## config.mk

```make
export PLATFORM = sky130hd
export DESIGN_NAME = uart_rx_fifo_mm
export DESIGN_NICKNAME = d
export VERILOG_FILES = /design/src/rtl/uart_rx_fifo_mm_pkg.sv /design/src/rtl/uart_rx_fifo_mm_fifo_core.sv /design/src/rtl/uart_rx_fifo_mm.sv
export SDC_FILE = /design/constraint.sdc
export NUM_CORES = 1
export LEC_CHECK = 0
export BUFFER_PORTS_ARGS = -buffer_cell sky130_fd_sc_hd__buf_2
export CAP_MARGIN = 5
export CORE_AREA = 2 2 118 120
export CTS_BUF_LIST = sky130_fd_sc_hd__clkbuf_8
export DETAILED_ROUTE_END_ITERATION = 8
export DIE_AREA = 0 0 120 122
export PLACE_DENSITY_LB_ADDON = 0.25
export SLEW_MARGIN = 5
export SYNTH_ARGS = -nofsm -noshare
export SYNTH_HDL_FRONTEND = slang
export SYNTH_SLANG_ARGS = --single-unit
export TNS_END_PERCENT = 30
```

## constraint.sdc

```tcl
create_clock -name clk -period 3.35 [get_ports clk]
set_clock_uncertainty 0.15 [all_clocks]
set_input_delay 0.5025 -clock clk [delete_from_list [all_inputs] [get_ports clk]]
set_output_delay 0.5025 -clock clk [all_outputs]
set_load 0.03 [all_outputs]
```

## src/rtl/uart_rx_fifo_mm_pkg.sv

```systemverilog
// Shared UART MMIO definitions: word addresses, status bit positions and the
// status word packer used by the receive buffer (and later the TX side).
package uart_rx_fifo_mm_pkg;

    localparam logic [31:0] UART_ADDR_BASE   = 32'd65537;
    localparam logic [31:0] UART_ADDR_STATUS = UART_ADDR_BASE + 32'd4;
    localparam logic [31:0] UART_ADDR_DATA   = UART_ADDR_BASE + 32'd5;
    localparam logic [31:0] UART_ADDR_CTRL   = UART_ADDR_BASE + 32'd6;

    localparam int STAT_NEMPTY    = 0;
    localparam int STAT_OVF       = 1;
    localparam int STAT_FULL      = 2;
    localparam int STAT_COUNT_LSB = 8;
    localparam int STAT_COUNT_MSB = 15;

    function automatic logic [31:0] pack_status(
        input logic [7:0] count,
        input logic       full,
        input logic       ovf,
        input logic       nempty
    );
        logic [31:0] w;
        w = '0;
        w[STAT_COUNT_MSB:STAT_COUNT_LSB] = count;
        w[STAT_FULL]   = full;
        w[STAT_OVF]    = ovf;
        w[STAT_NEMPTY] = nempty;
        return w;
    endfunction

endpackage

```

## src/rtl/uart_rx_fifo_mm_fifo_core.sv

```systemverilog
// Synchronous FIFO with simultaneous push/pop; a push on a full FIFO is only
// accepted when a pop frees the head slot in the same cycle.
module uart_fifo_core #(
    parameter int DEPTH = 16,
    parameter int AW    = 4,
    parameter int W     = 8
) (
    input  logic          clk,
    input  logic          rst,
    input  logic          push,
    input  logic          pop,
    input  logic [W-1:0]  din,
    output logic [W-1:0]  dout,
    output logic [AW:0]   count,
    output logic [AW:0]   count_next,
    output logic          full,
    output logic          empty
);

    localparam logic [AW:0] DEPTH_C = DEPTH[AW:0];

    logic [W-1:0]  mem_q [DEPTH];
    logic [AW-1:0] wr_ptr_q, wr_ptr_d;
    logic [AW-1:0] rd_ptr_q, rd_ptr_d;
    logic [AW:0]   count_q, count_d;
    logic          wr_en, rd_en;

    assign full  = (count_q == DEPTH_C);
    assign empty = (count_q == '0);
    assign rd_en = pop & ~empty;
    // When full, the slot being written is the head being popped this edge.
    assign wr_en = push & (~full | rd_en);

    always_comb begin
        wr_ptr_d = wr_ptr_q;
        rd_ptr_d = rd_ptr_q;
        count_d  = count_q;
        if (wr_en) wr_ptr_d = wr_ptr_q + AW'(1);
        if (rd_en) rd_ptr_d = rd_ptr_q + AW'(1);
        case ({wr_en, rd_en})
            2'b10:   count_d = count_q + (AW+1)'(1);
            2'b01:   count_d = count_q - (AW+1)'(1);
            default: count_d = count_q;
        endcase
    end

    always_ff @(posedge clk or negedge rst) begin
        if (!rst) begin
            wr_ptr_q <= '0;
            rd_ptr_q <= '0;
            count_q  <= '0;
        end else begin
            wr_ptr_q <= wr_ptr_d;
            rd_ptr_q <= rd_ptr_d;
            count_q  <= count_d;
        end
    end

    always_ff @(posedge clk) begin
        if (wr_en) mem_q[wr_ptr_q] <= din;
    end

    assign dout       = mem_q[rd_ptr_q];
    assign count      = count_q;
    assign count_next = count_d;

endmodule

```

## src/rtl/uart_rx_fifo_mm.sv

```systemverilog
// UART receive buffer: edge-detects incoming bytes into a FIFO and exposes
// status/data/control words on the port-B MMIO bus with a level interrupt.
module uart_rx_fifo_mm
    import uart_rx_fifo_mm_pkg::*;
#(
    parameter int          DEPTH       = 16,
    parameter int          AW          = 4,
    parameter int          THRESH      = 1,
    parameter logic [31:0] ADDR_STATUS = UART_ADDR_STATUS,
    parameter logic [31:0] ADDR_DATA   = UART_ADDR_DATA,
    parameter logic [31:0] ADDR_CTRL   = UART_ADDR_CTRL
) (
    input  logic        clk,
    input  logic        rst,
    input  logic [7:0]  uart_din,
    input  logic        uart_valid,
    output logic        irq,
    output logic [31:0] data_b,
    output logic        strobe_b,
    input  logic [31:0] addr_b,
    input  logic [31:0] data_b_in,
    input  logic [31:0] data_b_we
);

    localparam logic [AW:0] THRESH_C = THRESH[AW:0];

    logic        valid_q, valid_d;
    logic        hit_q, hit_d;
    logic        armed_q, armed_d;
    logic        overflow_q, overflow_d;
    logic        irq_en_q, irq_en_d;
    logic        irq_q, irq_d;

    logic        sel_status, sel_data, sel_ctrl, wr_any;
    logic        push, pop, rd_hit, ovf_set, ovf_clr;
    logic [7:0]  fifo_dout;
    logic [AW:0] fifo_count, count_next;
    logic        fifo_full, fifo_empty;
    logic        unused_wdata;

    assign unused_wdata = ^data_b_in[31:2];

    assign sel_status = (addr_b == ADDR_STATUS);
    assign sel_data   = (addr_b == ADDR_DATA);
    assign sel_ctrl   = (addr_b == ADDR_CTRL);
    assign wr_any     = |data_b_we;
    assign strobe_b   = sel_status | sel_data | sel_ctrl;

    // uart_valid is a level with no ready: a byte is taken on its rising edge
    // only, and one arriving on a full FIFO without a same-cycle pop is dropped
    // and recorded as overflow. armed_q keeps a level already high at reset
    // release from counting as an edge.
    assign push   = uart_valid & ~valid_q & armed_q;
    assign rd_hit = sel_data & ~wr_any;
    assign pop    = rd_hit & ~hit_q & ~fifo_empty;

    assign ovf_set = push & fifo_full & ~pop;
    assign ovf_clr = wr_any & sel_status & data_b_in[STAT_OVF];

    uart_fifo_core #(
        .DEPTH (DEPTH),
        .AW    (AW),
        .W     (8)
    ) u_fifo (
        .clk        (clk),
        .rst        (rst),
        .push       (push),
        .pop        (pop),
        .din        (uart_din),
        .dout       (fifo_dout),
        .count      (fifo_count),
        .count_next (count_next),
        .full       (fifo_full),
        .empty      (fifo_empty)
    );

    always_comb begin
        valid_d    = uart_valid;
        hit_d      = rd_hit;
        armed_d    = 1'b1;
        overflow_d = ovf_set | (overflow_q & ~ovf_clr);
        irq_en_d   = irq_en_q;
        if (wr_any & sel_ctrl) irq_en_d = data_b_in[0];
        irq_d      = irq_en_q & ((count_next >= THRESH_C) | overflow_d);
    end

    always_ff @(posedge clk or negedge rst) begin
        if (!rst) begin
            valid_q    <= 1'b0;
            hit_q      <= 1'b0;
            armed_q    <= 1'b0;
            overflow_q <= 1'b0;
            irq_en_q   <= 1'b0;
            irq_q      <= 1'b0;
        end else begin
            valid_q    <= valid_d;
            hit_q      <= hit_d;
            armed_q    <= armed_d;
            overflow_q <= overflow_d;
            irq_en_q   <= irq_en_d;
            irq_q      <= irq_d;
        end
    end

    always_comb begin
        data_b = '0;
        if (sel_status) begin
            data_b = pack_status(8'(fifo_count), fifo_full, overflow_q, ~fifo_empty);
        end else if (sel_data) begin
            data_b = fifo_empty ? 32'h0 : {24'h0, fifo_dout};
        end else if (sel_ctrl) begin
            data_b = {31'h0, irq_en_q};
        end
    end

    assign irq = irq_q;

endmodule

```

# Word level (Yosys, flattened, before mapping)
# Memories as Yosys holds them, arrays and structs flattened.
# Cells that the tools add are included.
[totals] ff_bits=19 ramBits=128 inputBits=107 word_cells=56 n_memories=1
[op_classes] n_addsub=4 n_lt_le_gt_ge=1 eq_ne=6 n_mux=7 bitwise_logic=26 reduce_logical=2
[mem_list] memory="u_fifo.mem_q" words=16 width=8 read_ports=1 rd_ports_with_merged_regs=0 wr=1 line_no="uart_rx_fifo_mm_fifo_core.sv:22" text="logic [W-1:0] mem_q [DEPTH];"
[ops] operator="$eq 32x17->1 const B" n=3
[ops] operator="$reduce_or 32->1" n=1
[ops] operator="$mux 8" n=2
[ops] operator="$and 1x1->1" n=14
[ops] operator="$mux 13" n=1
[ops] operator="$pmux 5 s2" n=1
[ops] operator="$add 4x1->4 const B" n=2
[ops] operator="$not 1->1" n=7
[ops] operator="$add 5x1->5 const B" n=1
[ops] operator="$eq 5x5->1 const B" n=1
[ops] operator="$ge 5x1->1 const B" n=1
[ops] operator="$logic_not 5->1" n=1
[ops] operator="$or 1x1->1" n=5
[ops] operator="$sub 5x1->5 const B" n=1
[ops] operator="$mux 1" n=3
[ops] operator="$eq 2x1->1 const B" n=1
[ops] operator="$eq 2x2->1 const B" n=1

# Depth between registers and ports, before layout
# Gate-level depths: netlist of run 1.
[depth] ltp_word=13 depth_mapped=13 depth_no_buf=12

# Hierarchy
# Synthesis of run 1 repeated with hierarchy kept, for this count alone.
[hier_totals] cells_unflattened=389 hier_area_um2=6498.7
[modules_own_cells] mod="uart_fifo_core" n_inst=1 cells_each=302 area_each_um2=5751.8 seq_area_each_um2=4169.0
[modules_own_cells] mod="uart_rx_fifo_mm" n_inst=1 cells_each=87 area_each_um2=747.0 seq_area_each_um2=150.1

# Worst setup path after synthesis of run 1
# Ideal clock, no wire load.
[synth_path] path_kind="input port to flip-flop" startpoint="in addr_b[18]" endpoint="reg irq_q, in the netlist irq" setup_time_ps=145 arrival_time_ps=3179 required_time_ps=3055 setup_slack_ps=-124 cell_stages=13 n_path_buf=1 path_cell_list="nor4_2 -> nand4_2 -> nor4_4 -> buf_6 -> and4_1 -> inv_1 -> fa_1 -> nand3b_1 -> a2111oi_0 -> a211oi_1 -> a21oi_1 -> a32o_1 -> a41oi_1"
[synth_via] elab_chain_cells=12 elab_cells_between_ends=21
[synth_rtl] element="from (decl)" line_no="uart_rx_fifo_mm.sv:20" text="input logic [31:0] addr_b,"
[synth_rtl] element="$eq 32x17->1" line_no="uart_rx_fifo_mm.sv:44" text="assign sel_data = (addr_b == ADDR_DATA);"
[synth_rtl] element="$and 1x1->1" line_no="uart_rx_fifo_mm.sv:54" text="assign rd_hit = sel_data & ~wr_any;"
[synth_rtl] element="$and 1x1->1 (2 in series)" line_no="uart_rx_fifo_mm.sv:55" text="assign pop = rd_hit & ~hit_q & ~fifo_empty;"
[synth_rtl] element="$and 1x1->1" line_no="uart_rx_fifo_mm_fifo_core.sv:30" text="assign rd_en = pop & ~empty;"
[synth_rtl] element="$or 1x1->1" line_no="uart_rx_fifo_mm_fifo_core.sv:32" text="assign wr_en = push & (~full | rd_en);"
[synth_rtl] element="$and 1x1->1" line_no="uart_rx_fifo_mm_fifo_core.sv:32"
[synth_rtl] element="$eq 2x1->1 or $eq 2x2->1 (tied branches)" line_no="uart_rx_fifo_mm_fifo_core.sv:40" text="case ({wr_en, rd_en})"
[synth_rtl] element="$pmux 5 s2" line_no="uart_rx_fifo_mm_fifo_core.sv:40"
[synth_rtl] element="$ge 5x1->1" line_no="uart_rx_fifo_mm.sv:84" text="irq_d = irq_en_q & ((count_next >= THRESH_C) | overflow_d);"
[synth_rtl] element="$or 1x1->1 *" line_no="uart_rx_fifo_mm.sv:84"
[synth_rtl] element="$and 1x1->1 *" line_no="uart_rx_fifo_mm.sv:84"
[synth_rtl] element="net irq_d" line_no="uart_rx_fifo_mm.sv:32" text="logic irq_q, irq_d;"
[synth_rtl] element="to (signal assigned)" line_no="uart_rx_fifo_mm.sv:101" text="irq_q <= irq_d;"
[synth_rtl] element="to (decl)" line_no="uart_rx_fifo_mm.sv:32"
# Mark *: on every way through the listed nets, which the timed path passes. The rest lies on a longest branch.
# A chain may end at the register's enable or synchronous reset.

# Final worst setup path of run 1
[layout_path] startpoint="reg u_fifo.rd_ptr_q[0]" endpoint="out data_b[3]"
[layout_via] elab_chain_cells=4
[layout_rtl] element="from (decl)" line_no="uart_rx_fifo_mm_fifo_core.sv:24" text="logic [AW-1:0] rd_ptr_q, rd_ptr_d;"
[layout_rtl] element="from (signal assigned)" line_no="uart_rx_fifo_mm_fifo_core.sv:54" text="rd_ptr_q <= rd_ptr_d;"
[layout_rtl] element="$mem_v2 16x8"
[layout_rtl] element="$mux 8" line_no="uart_rx_fifo_mm.sv:110" text="data_b = fifo_empty ? 32'h0 : {24'h0, fifo_dout};"
[layout_rtl] element="$mux 8" line_no="uart_rx_fifo_mm.sv:109" text="end else if (sel_data) begin"
[layout_rtl] element="$mux 13" line_no="uart_rx_fifo_mm.sv:107" text="if (sel_status) begin"
[layout_rtl] element="to (decl)" line_no="uart_rx_fifo_mm.sv:18" text="output logic [31:0] data_b,"
# No other way between the ends.

==> reports/metrics.yaml, run 1 <==
pwr-share-seq: 0.542
period_needed_ns: 3.21
gp_congestion: 0.860
cts-buffers-inserted: 17
synth_edf_count: 128
cts_root_buffer: "clkbuf_8"
p_leak_nw: 2.85
yosysWarnings: 0
report.final.slew_viol_count: 0
cp_data_required_time_ns: 2.70
grt_max_degree: 36
clk_latency_ns: 0.43
num_rows: 43
min_path_type: "input port to register"
core_um2: 13500
synthDistinctLibCells: 52
io_buffers: 91
die_w_um: 120
via_count: 3712
synth_area_leader_cell: "edfxtp_1"
p_clk_frac: 0.313
clock.fmax_mhz: 312
avgSynthCellArea_um2: 17.9
post-place-ws_ns: -0.210
ys_top_cells_by_area: "edfxtp_1 58%, mux4_2 14%, dfrtp_1 7.2%, buf_4 2.2%, and2_1 1.6%"
yosysTopAreaCellShare: 0.583
cts_sinks: 147
drive_gt1_frac: 0.437
dr.first_iter.drc_count: 175
area_delta_synth_final_pct: 19.0
swShare: 0.271
grt_pass1_vias: 3752
ir_worst_vdd_uv: 225
hold_ws_ns: 0.0640
slew_headroom: 0.578
vias_per_cell: 5.35
fillers: 1054
initial_core_util: 0.489
total_power_mw: 4.05
fin_cells: 694
dr.pass1.iters: 4
cts_tree: "yes"
hpwl_um: 9310
async_flop_share: 0.129
die_h_um: 122
track_usage: 0.188
drc_errors: 0
grt_pass1_wl_um: 20100
syn_inst: 369
crit_type: "register to primary output"
nets: 616
synthFlopType: "edfxtp_1"
grt_overflow: 0
clk_path_buf_depth: 2
pwr_density_cell_nw_per_um2: 516
cp_data_arrival_time_ns: 2.55
final.period_utilization: 0.957
worstSetupStartpointType: "register"
seq_area_frac_synth: 0.655
cts_resized: 0
switchingPower_mw: 1.10
cts.clk_slew.worst_paths_ns: 0.08
die-area_um2: 14600
finalHoldViolations: 0
combPwrFrac: 0.146
synth.most_common_cell: "edfxtp_1"
yosys_register_bits: 147
wl_um: 13100
dpl.cell_count: 655
endpoint_kind: "primary output"
rsz0062_at_grt: "false"
wl_per_cell_um: 18.9
setup_ws_ns: 0.144
tightestPinTransition_ns: 0.633
io_pins: 141
synth_area_um2: 6600
cts_htree_levels: 4
synthTopCellsByCount: "128 x edfxtp_1, 40 x mux4_2, 19 x buf_4, 19 x dfrtp_1, 17 x and2_1"
antenna_left: 0
cp_max_fo: 14
intPower_mw: 2.95
maxCapViolCount: 0
antenna_found_initial: 1
status: "complete, no violations"
finalSetupViolCount: 0
[worst paths after layout]
check / to / slack [ns] / from / cells after the start
worst max-delay path: data_b[3] / 0.14 / u_fifo.rd_ptr_q[0] / 6
worst min-delay path: valid_q / 0.06 / uart_valid / 1
worst max register to register: irq / 0.35 / u_fifo.count[0] / 11
worst min register to register: irq_en_q / 0.37 / irq_en_q / 1
max in group asynchronous: u_fifo.rd_ptr_q[0] / 2.33 / rst / 2
min in group asynchronous: u_fifo.count[2] / 0.39 / rst / 2
[per-layer routing]
metal | wire (um) | share of wire | global-route usage | vias to the layer above
met1 | 5370 | 0.41 | 0.234 | 1832
met4 | 227 | 0.017 | 0.0684 | 0
li1 | - | - | - | 1719
met3 | 938 | 0.072 | 0.0529 | 11
met2 | 6550 | 0.50 | 0.316 | 150
met5 | 0 | 0 | 0 | -
[cell usage in the layout (no fill, tap or decap), types with 4 or more instances in the layout]
cell | synthesis | routed
inv_1 | 8 | 9
nand4_1 | 5 | 5
dfrtp_1 | 19 | 18
conb_1 | 2 | 20
clkbuf_8 | 0 | 17
nand2_1 | 5 | 5
mux4_2 | 40 | 40
xnor2_1 | 6 | 5
a21oi_1 | 4 | 4
nor4_2 | 5 | 5
nor3_1 | 6 | 6
nor4_1 | 11 | 11
ha_1 | 8 | 8
nor2_1 | 7 | 7
edfxtp_1 | 128 | 128
buf_4 | 19 | 32
a211oi_1 | 4 | 4
and3_1 | 5 | 5
inv_6 | 0 | 5
nand2b_1 | 4 | 4
buf_2 | 3 | 91
nand3_1 | 6 | 6
and4_1 | 6 | 5
and2_1 | 17 | 17
[flip-flops by register name, indices dropped and copies added (netlist names)]
name and cells:
armed_q 1, hit_q 1, irq 1, irq_en_q 1, overflow_q 1, u_fifo.count 5
u_fifo.mem_q 128, u_fifo.rd_ptr_q 4, u_fifo.wr_ptr_q 4, valid_q 1
[logic make-up after synthesis]
logic type,after synthesis,synth area share
adders and majority gates,9,0.0182
DFF,147,0.655
other,2,0.00114
and+or+nand+nor,94,0.104
buffers and inverters,42,0.0376
muxes,46,0.148
AOI/OAI and AO/OA,20,0.0247
xor gates and xnor gates,9,0.0119
[final cells by class]
class,instances,area (um2),share of cell area
Clock buffer,17,234,0.0298
Antenna cell,1,2.50,0.000319
Multi-Input combinational cell,198,2120,0.270
Tap cell,180,225,0.0287
Clock inverter,15,130,0.0166
Sequential cell,147,4320,0.550
Timing Repair Buffer,128,791,0.101
Inverter,8,30.0,0.00383
[through the flow]
stage / TNS (ns) / instance area [um2] / util
5_1_grt: 0 / 7850 / 0.581
3_3_place_gp: -0.150 / 7410 / 0.548
3_5_place_dp: -0.210 / 7410 / 0.548
4_1_cts: 0 / 7780 / 0.576
2_1_floorplan: 0 / 6680 / -
6_report: 0 / 7850 / 0.581
[power by group through the flow]
stage / combinational (mW) / clock [mW] / sequential [mW]
3_5_place_dp: 0.590 / 0 / 2.23
5_1_grt: 0.652 / 1.39 / 2.21
3_3_place_gp: 0.563 / 0 / 2.22
4_1_cts: 0.594 / 1.30 / 2.19
6_report: 0.590 / 1.27 / 2.19
2_1_floorplan: 0.404 / 0 / 2.19
[worst max-delay path: stages (launching register included)]
cell	delay, ns
dfrtp_2	0.43
buf_12	0.18
buf_4	0.15
mux4_2	0.51
mux4_2	0.47
and3_1	0.20
buf_2	0.18
[timing repair]
action	in CTS	in global routing
endpoints found under the setup margin	0	2
hold buffers	1	0
hold endpoints to repair	19	0
buffers inserted	0	4
Power figures use the tool's default switching activity.
==> run 2: changes to the inputs <==
--- a/config.mk
+++ b/config.mk
@@ -12,6 +12,7 @@
 export DETAILED_ROUTE_END_ITERATION = 8
 export DIE_AREA = 0 0 120 122
 export PLACE_DENSITY_LB_ADDON = 0.25
+export RECOVER_POWER = 100
 export SLEW_MARGIN = 5
 export SYNTH_ARGS = -nofsm -noshare
 export SYNTH_HDL_FRONTEND = slang
==> reports/metrics.yaml, run 2 (synthesized netlist as in run 1, its figures left out) <==
grt_pass1_wl_um: 20100
crit_top_cell: "mux4_2"
crit_type: "register to primary output"
track_usage: 0.188
final_cell_mix: "128 x edfxtp_1, 70 x buf_2, 40 x mux4_2"
slew_headroom: 0.292
grt_pass1_vias: 3752
final.period_utilization: 0.958
largest_reg_flops: 128
vias_per_cell: 5.35
report.final.slew_viol_count: 0
min_path_type: "input port to register"
initial_core_util: 0.489
grt_max_degree: 36
grt_overflow: 0
cts_root_buffer: "clkbuf_8"
cp_max_fo: 14
dpl.cell_count: 655
multi_input_area_um2: 2060
die_h_um: 122
hpwl_um: 9310
io_buffers: 91
holdPathEnd: "valid_q"
cts_tree: "yes"
die_w_um: 120
endpoint_kind: "primary output"
cts.clk_slew.worst_paths_ns: 0.08
core_um2: 13500
num_rows: 43
rsz0062_at_grt: "false"
rr_startpoint: "u_fifo.count[0]"
finalHoldViolations: 0
drive_gt1_frac: 0.380
finalSetupViolCount: 0
r2r.worst_path.cells: 11
clock.fmax_mhz: 312
maxCapViolCount: 0
cts_sinks: 147
wl_um: 13100
regArea_um2: 4320
regMostFlops: "u_fifo.mem_q"
cts-buffers-inserted: 17
status: "complete, no violations"
cts_resized: 0
hold_ws_ns: 0.0746
antenna_found_initial: 1
drc_errors: 0
p_leak_nw: 2.73
pwr_density_cell_nw_per_um2: 520
via_count: 3716
dr.pass1.iters: 4
nets: 616
dr.first_iter.drc_count: 168
period_needed_ns: 3.21
cp_data_arrival_time_ns: 2.56
tightestPinTransition_ns: 1.06
cp_data_required_time_ns: 2.70
ff2ff_setup_slack_ns: 0.26
fin_cells: 694
antenna_left: 0
rr_endpoint: "irq"
mostFrequentLayoutCell: "edfxtp_1"
wl_per_cell_um: 18.9
clk_path_buf_depth: 2
worstSetupStartpointType: "register"
area_delta_synth_final_pct: 16.9
cp_cell_sequence: "buf_12 -> mux4_2 -> mux4_2 -> a21oi_1 -> o32ai_1 -> clkbuf_2"
die-area_um2: 14600
gp_congestion: 0.860
hold_path_depth: 1
slowest_stage: "mux4_2"
cts_htree_levels: 4
clk_latency_ns: 0.43
fillers: 1088
ir_worst_vdd_uv: 224
hold_start: "uart_valid"
io_pins: 141
critPathMaxStageDelay_ns: 0.53
[run 2: changes by cell type in the layout (fill, tap and decap cells not counted), moves of 11 or more]
| cell | previous run | this run |
|---|---|---|
| and2_0 | 0 | 11 |
| buf_2 | 91 | 70 |
| clkbuf_2 | 0 | 18 |
| and2_1 | 17 | 6 |
| buf_4 | 32 | 14 |
| clkbuf_1 | 0 | 21 |
[run 2: layer usage]
metal  track usage  share of wire  vias up  wire, um
li1              -              -     1714         -
met1         0.234           0.41     1840      5380
met2         0.316           0.50      151      6590
met3        0.0529          0.072       11       945
met4        0.0684          0.017        0       230
met5             0              0        -         0
[run 2: stage by stage]
step / total power, mW / util / TNS, ns / area (um2) / setup WS, ns
2_1_floorplan: 2.59 / - / 0 / 6680 / 0.00264
3_3_place_gp: 2.79 / 0.548 / -0.150 / 7410 / -0.150
3_5_place_dp: 2.82 / 0.548 / -0.210 / 7410 / -0.210
4_1_cts: 4.09 / 0.576 / 0 / 7780 / 0.0172
5_1_grt: 4.22 / 0.571 / 0 / 7710 / 0.0230
6_report: 4.01 / 0.571 / 0 / 7710 / 0.141
[run 2: power breakdown]
part           switching (mW)  total [mW]  internal [mW]  leakage [nW]
logic                   0.314       0.563          0.249          1.15
registers              0.0956        2.18           2.09          1.39
clock network           0.677        1.27          0.590         0.180
[run 2: timing repair]
| action | 4_1_cts | 5_1_grt |
|---|---|---|
| setup buffers | 0 | 4 |
| hold buffers | 1 | 0 |
| endpoints found under the hold margin | 19 | 0 |
| endpoints found under the setup margin | 0 | 2 |
[run 2: area by class of cell]
type                       count  area share
antenna                        1    0.000325
clock buffer                  17      0.0303
clock inverter                15      0.0169
inverter                       8     0.00389
multi-input combinational    198       0.267
sequential                   147       0.560
tap                          180      0.0292
timing repair buffer         128      0.0915
[run 2: worst max-delay path by stage]
stage | cells after the start | startpoint | to | slack (ns)
2_1_floorplan | 13 | addr_b[25] | irq | 0.003
3_3_place_gp | 13 | addr_b[26] | irq | -0.15
3_5_place_dp | 13 | addr_b[26] | irq | -0.21
4_1_cts | 6 | u_fifo.rd_ptr_q[0] | data_b[0] | 0.02
5_1_grt | 13 | addr_b[26] | irq | 0.02
6_report | 6 | u_fifo.rd_ptr_q[0] | data_b[0] | 0.14
[run 2: critical path: cells and delay by family, from the launching register on]
kind,cells,cell delay (ns)
muxes,2,1.05
buffers and inverters,2,0.37
DFF,1,0.42
AOI/OAI and AO/OA,2,0.27
